### src/rtl/digital_tube_ctrl_param_if.sv
// rtl/digital_tube_ctrl_param_if.sv - Avalon-MM slave bus bundle for the seven-segment controller
//
// Purpose : groups the word-addressed register bus of digital_tube_ctrl_param.
// Signals : chipselect (active-high select), write_n / read_n (active-low strobes),
//           address (2-bit word address), writedata (32), readdata (32, registered,
//           read latency 1).
// Modports: master drives the strobes, address and write data; slave returns readdata.

interface digital_tube_ctrl_param_if;
   logic        chipselect;
   logic        write_n;
   logic        read_n;
   logic [1:0]  address;
   logic [31:0] writedata;
   logic [31:0] readdata;

   modport master (
      output chipselect, write_n, read_n, address, writedata,
      input  readdata
   );

   modport slave (
      input  chipselect, write_n, read_n, address, writedata,
      output readdata
   );
endinterface

### src/rtl/digital_tube_ctrl_param.sv
// rtl/digital_tube_ctrl_param.sv - parametrised static seven-segment controller with register file
//
// Purpose : drives NUM_DIGITS active-low static digits from a 4-word register file
//           with global/per-digit enable, per-digit blink, PWM brightness and
//           leading-zero blanking.
// Ports   : clk  - system clock
//           rst  - synchronous reset, active-high
//           bus  - register bus (slave modport of digital_tube_ctrl_param_if)
//           hex  - segments, digit i = hex[7i+6:7i], bit0=a..bit6=g, 0 = lit (registered)
// Registers: 0 DATA, 1 CTRL (EN, mask, BRIGHT, LZB), 2 BLINK (mask, HALF), 3 STATUS (phase, ro)

module digital_tube_ctrl_param #(
   parameter int NUM_DIGITS = 6,
   parameter int TICK_DIV   = 25000
) (
   input  logic                        clk,
   input  logic                        rst,
   digital_tube_ctrl_param_if.slave    bus,
   output logic [7*NUM_DIGITS-1:0]     hex
);

   localparam int              DW        = 4 * NUM_DIGITS;
   localparam int              PW        = (TICK_DIV > 1) ? $clog2(TICK_DIV) : 1;
   localparam logic [PW-1:0]   PRESC_MAX = PW'(TICK_DIV - 1);
   localparam logic [3:0]      PWM_MAX   = 4'd14;
   localparam logic [1:0]      A_DATA    = 2'd0;
   localparam logic [1:0]      A_CTRL    = 2'd1;
   localparam logic [1:0]      A_BLINK   = 2'd2;
   localparam logic [1:0]      A_STATUS  = 2'd3;

   logic [DW-1:0]           data_q, data_d;
   logic                    en_q, en_d;
   logic [NUM_DIGITS-1:0]   mask_q, mask_d;
   logic [3:0]              bright_q, bright_d;
   logic                    lzb_q, lzb_d;
   logic [NUM_DIGITS-1:0]   bmask_q, bmask_d;
   logic [15:0]             half_q, half_d;
   logic [PW-1:0]           presc_q, presc_d;
   logic [3:0]              pwm_q, pwm_d;
   logic [15:0]             bcnt_q, bcnt_d;
   logic                    phase_q, phase_d;
   logic [31:0]             readdata_q, readdata_d;
   logic [7*NUM_DIGITS-1:0] hex_q, hex_d;

   logic                    wr, rd, tick, pwm_on, upper_zero;
   logic [31:0]             rdata;
   logic [NUM_DIGITS-1:0]   lzblank;
   logic                    unused_wdata;

   // Not every writedata bit maps to a register for every NUM_DIGITS.
   assign unused_wdata = ^bus.writedata;

   function automatic logic [6:0] glyph(input logic [3:0] n);
      case (n)
         4'h0: glyph = 7'h40;  4'h1: glyph = 7'h79;  4'h2: glyph = 7'h24;  4'h3: glyph = 7'h30;
         4'h4: glyph = 7'h19;  4'h5: glyph = 7'h12;  4'h6: glyph = 7'h02;  4'h7: glyph = 7'h78;
         4'h8: glyph = 7'h00;  4'h9: glyph = 7'h10;  4'hA: glyph = 7'h08;  4'hB: glyph = 7'h03;
         4'hC: glyph = 7'h46;  4'hD: glyph = 7'h21;  4'hE: glyph = 7'h06;  default: glyph = 7'h0E;
      endcase
   endfunction

   // Register writes, free-running prescaler and PWM counter.
   always_comb begin
      wr       = bus.chipselect & ~bus.write_n;
      rd       = bus.chipselect & ~bus.read_n;
      tick     = (presc_q == PRESC_MAX);
      presc_d  = tick ? '0 : presc_q + 1'b1;
      pwm_d    = (pwm_q == PWM_MAX) ? 4'd0 : pwm_q + 4'd1;
      pwm_on   = (pwm_q < bright_q);
      data_d   = data_q;
      en_d     = en_q;
      mask_d   = mask_q;
      bright_d = bright_q;
      lzb_d    = lzb_q;
      bmask_d  = bmask_q;
      half_d   = half_q;
      if (wr) begin
         case (bus.address)
            A_DATA:  data_d = bus.writedata[DW-1:0];
            A_CTRL: begin
               en_d     = bus.writedata[0];
               mask_d   = bus.writedata[8 +: NUM_DIGITS];
               bright_d = bus.writedata[19:16];
               lzb_d    = bus.writedata[24];
            end
            A_BLINK: begin
               bmask_d = bus.writedata[NUM_DIGITS-1:0];
               half_d  = bus.writedata[31:16];
            end
            default: ;
         endcase
      end
   end

   // Blink time base: a BLINK write restarts the period and wins over a coincident tick.
   always_comb begin
      bcnt_d  = bcnt_q;
      phase_d = phase_q;
      if (wr && bus.address == A_BLINK) begin
         bcnt_d  = '0;
         phase_d = 1'b0;
      end else if (half_q == 16'd0) begin
         bcnt_d  = '0;
         phase_d = 1'b0;
      end else if (tick) begin
         if (bcnt_q == half_q - 16'd1) begin
            bcnt_d  = '0;
            phase_d = ~phase_q;
         end else begin
            bcnt_d = bcnt_q + 16'd1;
         end
      end
   end

   // Readback uses the pre-write register values, so read+write returns old data.
   always_comb begin
      rdata = '0;
      case (bus.address)
         A_DATA:  rdata[DW-1:0] = data_q;
         A_CTRL: begin
            rdata[0]              = en_q;
            rdata[8 +: NUM_DIGITS] = mask_q;
            rdata[19:16]          = bright_q;
            rdata[24]             = lzb_q;
         end
         A_BLINK: begin
            rdata[NUM_DIGITS-1:0] = bmask_q;
            rdata[31:16]          = half_q;
         end
         default: rdata[0] = phase_q;
      endcase
      readdata_d = rd ? rdata : readdata_q;
   end

   // Leading-zero blank scans from the top digit down; digit 0 is always kept.
   always_comb begin
      lzblank    = '0;
      upper_zero = 1'b1;
      for (int i = NUM_DIGITS - 1; i >= 1; i--) begin
         upper_zero = upper_zero & (data_q[4*i +: 4] == 4'd0);
         lzblank[i] = lzb_q & upper_zero;
      end
      hex_d = '1;
      for (int i = 0; i < NUM_DIGITS; i++) begin
         if (en_q && mask_q[i] && pwm_on && !(bmask_q[i] && phase_q) && !lzblank[i])
            hex_d[7*i +: 7] = glyph(data_q[4*i +: 4]);
      end
   end

   always_ff @(posedge clk) begin
      if (rst) begin
         data_q     <= '0;
         en_q       <= 1'b1;
         mask_q     <= '1;
         bright_q   <= 4'd15;
         lzb_q      <= 1'b0;
         bmask_q    <= '0;
         half_q     <= '0;
         presc_q    <= '0;
         pwm_q      <= '0;
         bcnt_q     <= '0;
         phase_q    <= 1'b0;
         readdata_q <= '0;
         hex_q      <= '1;
      end else begin
         data_q     <= data_d;
         en_q       <= en_d;
         mask_q     <= mask_d;
         bright_q   <= bright_d;
         lzb_q      <= lzb_d;
         bmask_q    <= bmask_d;
         half_q     <= half_d;
         presc_q    <= presc_d;
         pwm_q      <= pwm_d;
         bcnt_q     <= bcnt_d;
         phase_q    <= phase_d;
         readdata_q <= readdata_d;
         hex_q      <= hex_d;
      end
   end

   assign bus.readdata = readdata_q;
   assign hex          = hex_q;

endmodule

### src/flat_wrapper.sv
// flat-port wrapper written by rule: the top's interface ports become plain ports
module digital_tube_ctrl_param_flat 
#(
   parameter int NUM_DIGITS = 6,
   parameter int TICK_DIV   = 25000
)
  (clk, rst, hex, bus_chipselect, bus_write_n, bus_read_n, bus_address, bus_writedata, bus_readdata);
  digital_tube_ctrl_param_if bus_i ();
  input  logic clk;
  input  logic rst;
  output logic [7*NUM_DIGITS-1:0] hex;
  input wire logic [$bits(bus_i.chipselect)-1:0] bus_chipselect;
  input wire logic [$bits(bus_i.write_n)-1:0] bus_write_n;
  input wire logic [$bits(bus_i.read_n)-1:0] bus_read_n;
  input wire logic [$bits(bus_i.address)-1:0] bus_address;
  input wire logic [$bits(bus_i.writedata)-1:0] bus_writedata;
  output wire logic [$bits(bus_i.readdata)-1:0] bus_readdata;
  assign bus_i.chipselect = bus_chipselect;
  assign bus_i.write_n = bus_write_n;
  assign bus_i.read_n = bus_read_n;
  assign bus_i.address = bus_address;
  assign bus_i.writedata = bus_writedata;
  assign bus_readdata = bus_i.readdata;
  digital_tube_ctrl_param #(.NUM_DIGITS(NUM_DIGITS), .TICK_DIV(TICK_DIV)) u_core (.clk(clk), .rst(rst), .bus(bus_i), .hex(hex));
endmodule
### config.mk
export PLATFORM = sky130hd
export DESIGN_NAME = digital_tube_ctrl_param_flat
export DESIGN_NICKNAME = d
export VERILOG_FILES = /design/src/rtl/digital_tube_ctrl_param_if.sv /design/src/rtl/digital_tube_ctrl_param.sv /design/src/flat_wrapper.sv
export SDC_FILE = /design/constraint.sdc
export NUM_CORES = 1
export LEC_CHECK = 0
export ABC_AREA = 1
export BUFFER_PORTS_ARGS = -buffer_cell sky130_fd_sc_hd__buf_2
export CAP_MARGIN = 20
export CORE_ASPECT_RATIO = 1.4
export CORE_MARGIN = 10
export CORE_UTILIZATION = 50
export CTS_BUF_LIST = sky130_fd_sc_hd__clkbuf_8
export DETAILED_ROUTE_END_ITERATION = 6
export PLACE_DENSITY = 0.71
export RECOVER_POWER = 50
export REMOVE_ABC_BUFFERS = 1
export SYNTH_ARGS = -nofsm -noshare
export SYNTH_HDL_FRONTEND = slang
export SYNTH_SLANG_ARGS = --single-unit
### constraint.sdc
create_clock -name clk -period 2.2 [get_ports clk]
set_input_delay 0.55 -clock clk [delete_from_list [all_inputs] [get_ports clk]]
set_output_delay 0.55 -clock clk [all_outputs]
set_load 0.005 [all_outputs]
After elaboration in Yosys (flattened, before gate mapping):

Memory sizes are Yosys's and may differ from the RTL's. A register that Yosys moved wholly into a read port is not among the register bits.
Cells that the tools add are included.

* flip-flop bits (word level): 126
* output and inout port bits: 74
* memories kept: 6
* word-level logic and storage cells: 119
* memory bits (read-only): 672
* input port bits: 39

* add/subtract/negate cells: 4
* muxes and demuxes: 10
* bitwise gates (word level): 20
* eq/ne operators: 5
* magnitude comparators: 1
* reductions and logical operators: 61

Memory list
* (name not given): depth 16, width 7, rd ports 1, clocked after Yosys merged registers in 1, write ports 0, RTL line digital_tube_ctrl_param.sv:54 `case (n)`
* (name not given): depth 16, width 7, rd ports 1, clocked after Yosys merged registers in 1, write ports 0, RTL line digital_tube_ctrl_param.sv:54
* (name not given): depth 16, width 7, rd ports 1, clocked after Yosys merged registers in 1, write ports 0, RTL line digital_tube_ctrl_param.sv:54
* (name not given): depth 16, width 7, rd ports 1, clocked after Yosys merged registers in 1, write ports 0, RTL line digital_tube_ctrl_param.sv:54
* (name not given): depth 16, width 7, rd ports 1, clocked after Yosys merged registers in 1, write ports 0, RTL line digital_tube_ctrl_param.sv:54
* (name not given): depth 16, width 7, rd ports 1, clocked after Yosys merged registers in 1, write ports 0, RTL line digital_tube_ctrl_param.sv:54

Operators with widths (number)
* $logic_and A1 B1 Y1: 30
* $logic_not A4 Y1: 5
* $add A16 B1 Y16 const B: 1
* $eq A16 B16 Y1: 1
* $logic_not A16 Y1: 1
* $mux W16: 1
* $reduce_or A2 Y1: 8
* $sub A16 B1 Y16 const B: 1
* $add A15 B1 Y15 const B: 1
* $eq A15 B15 Y1 const B: 1
* $pmux W4 S3: 1
* $pmux W6 S2: 1
* $and A1 B1 Y1: 11
* $logic_not A1 Y1: 11
* $pmux W5 S2: 1
* $not A1 Y1: 9
* $pmux W4 S2: 1
* $reduce_and A2 Y1: 4
* $mux W7: 1
* $add A4 B1 Y4 const B: 1
* $eq A4 B4 Y1 const B: 1
* $lt A4 B4 Y1: 1
* $mux W2: 2
* $pmux W1 S3: 1
* other kinds (5): 5

Longest topological paths before layout:

* word-level depth: 10
* depth in mapped cells: 17
* mapped depth without buffers: 16

Worst setup path after synthesis:

OpenSTA, ideal clock, no wires.

* path type: input to register
* start point: input port bus_address[0]
* end point: register u_core.bcnt_q[13]
* path buffers: 1
* setup time: 115 ps
* arrival: 1929 ps
* stages on the path: 10
* slack: 156 ps
* required time: 2085 ps
* path through: inv_1 ha_1 buf_4 inv_1 nor2_2 clkinv_1 o211ai_1 inv_1 nand2_4 nor2_1

* cells in the longest elaborated chain, start to end: 3

Ends and longest elaborated chain
* start: declaration: RTL line flat_wrapper.sv:15 `input wire logic [$bits(bus_i.address)-1:0] bus_address;`
* $eq A2 B2 Y1: RTL line digital_tube_ctrl_param.sv:99 `if (wr && bus.address == A_BLINK) begin`
* $logic_and A1 B1 Y1: RTL line digital_tube_ctrl_param.sv:99
* $reduce_or A3 Y1 (no line)
* end signal: assignment: RTL line digital_tube_ctrl_param.sv:175 `bcnt_q <= bcnt_d;`
* end: declaration: RTL line digital_tube_ctrl_param.sv:40 `logic [15:0] bcnt_q, bcnt_d;`

No other way between the ends.
A chain may end at the register's enable or synchronous reset.

Worst setup path in the final report:

* start point: register u_core.half_q[1]
* end point: register u_core.bcnt_q[4]

* cells in the longest elaborated chain, start to end: 3
* elaborated cells on any way between the ends: 5
* classes of those cells: add/sub: 1; eq/ne: 1; mux: 1; reduce/logical: 2

Ends and longest elaborated chain
* start: declaration: RTL line digital_tube_ctrl_param.sv:37 `logic [15:0] half_q, half_d;`
* start signal: assignment: RTL line digital_tube_ctrl_param.sv:172 `half_q <= half_d;`
* $sub A16 B1 Y16: RTL line digital_tube_ctrl_param.sv:106 `if (bcnt_q == half_q - 16'd1) begin`
* $eq A16 B16 Y1: RTL line digital_tube_ctrl_param.sv:106
* $mux W16: RTL line digital_tube_ctrl_param.sv:106

Parallel ways exist; a longest one is shown, timed or not.

==> impl_metrics.env <==
export IMPL_fillers=1634
export IMPL_hold_class="in -> reg"
export IMPL_stdcell_area_mm2=0.00976
export IMPL_ys_types=48
export IMPL_synth_common_cells="nand2_1, dfxtp_1, a21oi_1"
export IMPL_area_delta_synth_final_pct=15.3
export IMPL_cp_max_fo=10
export IMPL_synthFlopType="dfxtp_1"
export IMPL_rr_endpoint="u_core.bcnt_q[4]$_SDFFE_PP0P_"
export IMPL_cp_depth=13
export IMPL_cts_path_max_buffers=2
export IMPL_numCtsBuffers=17
export IMPL_vias=8119
export IMPL_grt_total_usage=0.209
export IMPL_drt_iter0_markers=570
export IMPL_crit_slowest_cell="dfxtp_1"
export IMPL_yosysTopAreaCell="dfxtp_1"
export IMPL_clk_insertion_delay_late_ps=460
export IMPL_rr_worst_depth=13
export IMPL_place_ws_ps=-27.2
export IMPL_syn_cell_area_mm2=0.00846
export IMPL_path_cells="inv_1, ha_4, inv_1, nor2_4, nand3_1, nand2_1, nand2_1, inv_1, nand2_1, nor2_2, nand4_4, nand2_4, nor2_1"
export IMPL_postRouteAntennaNets=0
export IMPL_die_h_um=174
export IMPL_die_area_mm2=0.0226
export IMPL_crit_buf_inv=3
export IMPL_drive_gt1_frac=0.141
export IMPL_ioPinCount=113
export IMPL_startpoint="u_core.half_q[1]$_SDFFE_PP0P_"
export IMPL_dp_cells=1486
export IMPL_cts_tree="built"
export IMPL_antenna_found_initial=1
export IMPL_grt_pass1_vias=7870
export IMPL_max_stage_delay_ps=320
export IMPL_crit_type="reg -> reg"
export IMPL_hold_viol=0
export IMPL_drc=0
export IMPL_setup_slack_ps=238
export IMPL_wire_per_inst_um=15.5
export IMPL_drv_slew=0
export IMPL_cts_root_buf="clkbuf_8"
export IMPL_rows=56
export IMPL_regArea_mm2=0.00336
export IMPL_peakVddDrop_mv=0.356
export IMPL_final_core_util=0.585
export IMPL_postCtsSetupRepairBufs=0
export IMPL_leakagePower_nw=4.36
export IMPL_fmax_ghz=0.510
export IMPL_min_period_ps=1960
export IMPL_dpl_instance_area_mm2=0.00942
export IMPL_multi_input_area_mm2=0.00446
export IMPL_cp_top_family="simple AND/OR/NAND/NOR gates"
export IMPL_ys_warn_count=0
export IMPL_required_ps=2550
export IMPL_place_congestion=0.966
export IMPL_grt_pass1_wl_mm=38.1
export IMPL_ff2ff_setup_slack_ps=240
export IMPL_worst_pin_slew_ps=1000
export IMPL_netlist_instances=1174
export IMPL_die_x_um=130
export IMPL_crit_path_end_kind="flop"
export IMPL_timing_final_crit_share=0.892
export IMPL_path_clk_slew_ps=90
export IMPL_synth_avg_cell_area_um2=7.21
export IMPL_drt_pass1_iterations=5
export IMPL_core_area_mm2=0.0167
export IMPL_dp_hpwl_mm=18.2
export IMPL_cts_resized_gates=1
export IMPL_instances_no_fill=1519
export IMPL_slew_headroom=0.331
export IMPL_grt_max_degree=37
export IMPL_synthArstFlopShare=0
export IMPL_viasPerCell=5.34
export IMPL_finalClockSkew_ps=11.5
export IMPL_routed_wl_mm=23.6
export IMPL_crit_arrival_ps=2310
export IMPL_max_cap_viol_count=0
export IMPL_cts_max_level=4
export IMPL_gr_total_overflow=0
export IMPL_timing_rr_start="u_core.half_q[1]$_SDFFE_PP0P_"
export IMPL_rsz0062_at_grt="no"
export IMPL_cts_sinks=168
export IMPL_ys_seq_elements=168
export IMPL_status="finished clean"
export IMPL_timing_setup_tns_ps=0
export IMPL_powerDensity_mw_per_mm2=652
export IMPL_finalSetupViolCount=0
export IMPL_ys_top_cells_by_area="dfxtp_1, nand2_1, a21oi_1"
export IMPL_startpoint_type="flop"
export IMPL_final_net_count=1389
export IMPL_start_util=0.507
export IMPL_power_mw=6.36
export IMPL_endpoint="u_core.bcnt_q[4]$_SDFFE_PP0P_"
export IMPL_synthDominantCellAreaShare=0.397
export IMPL_cts_hold_buf=0
export IMPL_yosysSeqAreaShare=0.397
export IMPL_yosys_cell_count_top_type="nand2_1"
export IMPL_hold_slack_ps=319
export IMPL_port_buffers=112
export IMPL_synth_edff_count=0
==> where the power goes <==
group,total (mW),leakage (nW),switching [mW],internal [mW]
Sequential,3.28,1.38,0.0878,3.19
Combinational,0.947,2.79,0.592,0.355
Clock,2.14,0.193,1.15,0.990
Total,6.36,4.36,1.83,4.53
==> logic make-up after synthesis <==
| family | Yosys count | synth area share |
|---|---|---|
| adder cells (fa/ha/maj) | 48 | 0.0710 |
| XOR/XNOR | 21 | 0.0217 |
| buffers and inverters | 171 | 0.0781 |
| AO/OA/AOI/OAI | 268 | 0.176 |
| flip-flops | 168 | 0.397 |
| AND/OR/NAND/NOR | 498 | 0.255 |
==> per-layer routing <==
layer | track usage | up-vias | routed length, um
met4 | 0.0752 | 0 | 652
met2 | 0.388 | 232 | 12500
met3 | 0.0487 | 48 | 1380
li1 | - | 4134 | -
met1 | 0.219 | 3705 | 9110
met5 | 0 | - | 0
==> flip-flops by register name, indices dropped and copies added, names as in the netlist <==
| signal | count |
|---|---|
| u_core.pwm_q | 4 |
| u_core.lzb_q | 1 |
| u_core.presc_q | 15 |
| u_core.mask_q | 6 |
| u_core.bright_q | 4 |
| u_core.en_q | 1 |
| u_core.bcnt_q | 16 |
| u_core.data_q | 24 |
| u_core.half_q | 16 |
| u_core.bus.readdata | 32 |
| u_core.phase_q | 1 |
| u_core.hex | 42 |
| u_core.bmask_q | 6 |
==> how the worst min path moves through the flow <==
stage | depth (start not counted) | slack, ps | end | startpoint
after floorplan | 1 | 420 | u_core.presc_q[0]$_SDFF_PP0_ | u_core.presc_q[0]$_SDFF_PP0_
after global placement | 1 | 430 | u_core.presc_q[0]$_SDFF_PP0_ | u_core.presc_q[0]$_SDFF_PP0_
after detailed placement | 1 | 440 | u_core.presc_q[0]$_SDFF_PP0_ | u_core.presc_q[0]$_SDFF_PP0_
after CTS | 3 | 310 | u_core.half_q[13]$_SDFFE_PP0P_ | bus_writedata[29]
after global routing | 3 | 310 | u_core.half_q[13]$_SDFFE_PP0P_ | bus_writedata[29]
final | 3 | 320 | u_core.half_q[13]$_SDFFE_PP0P_ | bus_writedata[29]
==> worst register-to-register path: cells and delay by family (launching register included) <==
kind | cells | cell delay [ps]
adder cells (fa/ha/maj) | 1 | 210
buffers and inverters | 3 | 300
flip-flops | 1 | 320
AND/OR/NAND/NOR | 9 | 1030
==> area by class of cell <==
type	count	area share
clock inverter	15	0.0145
multi-input combinational	835	0.457
sequential	168	0.345
inverter	123	0.0473
antenna	1	0.000256
tap	203	0.0260
clock buffer	17	0.0240
timing repair buffer	157	0.0863
==> layout by cell type, fill, tap and decap left out, types with 3 or more instances in the layout <==
cell / count
o211ai_1: 16
a211oi_1: 8
o21ai_0: 99
dfxtp_1: 168
o221ai_1: 5
clkbuf_8: 17
ha_1: 47
clkbuf_1: 33
a31oi_1: 4
inv_2: 5
xor2_1: 11
nand2_1: 236
nor2_1: 118
buf_2: 83
nor3_1: 12
nand2_2: 3
xnor2_1: 10
nor2_2: 8
inv_1: 118
nand3b_1: 3
nand3_1: 93
buf_4: 39
nand4_1: 13
clkinvlp_4: 4
a21oi_1: 121
clkinv_4: 3
clkinv_1: 4
No activity file was read; power rests on OpenSTA's default activity.
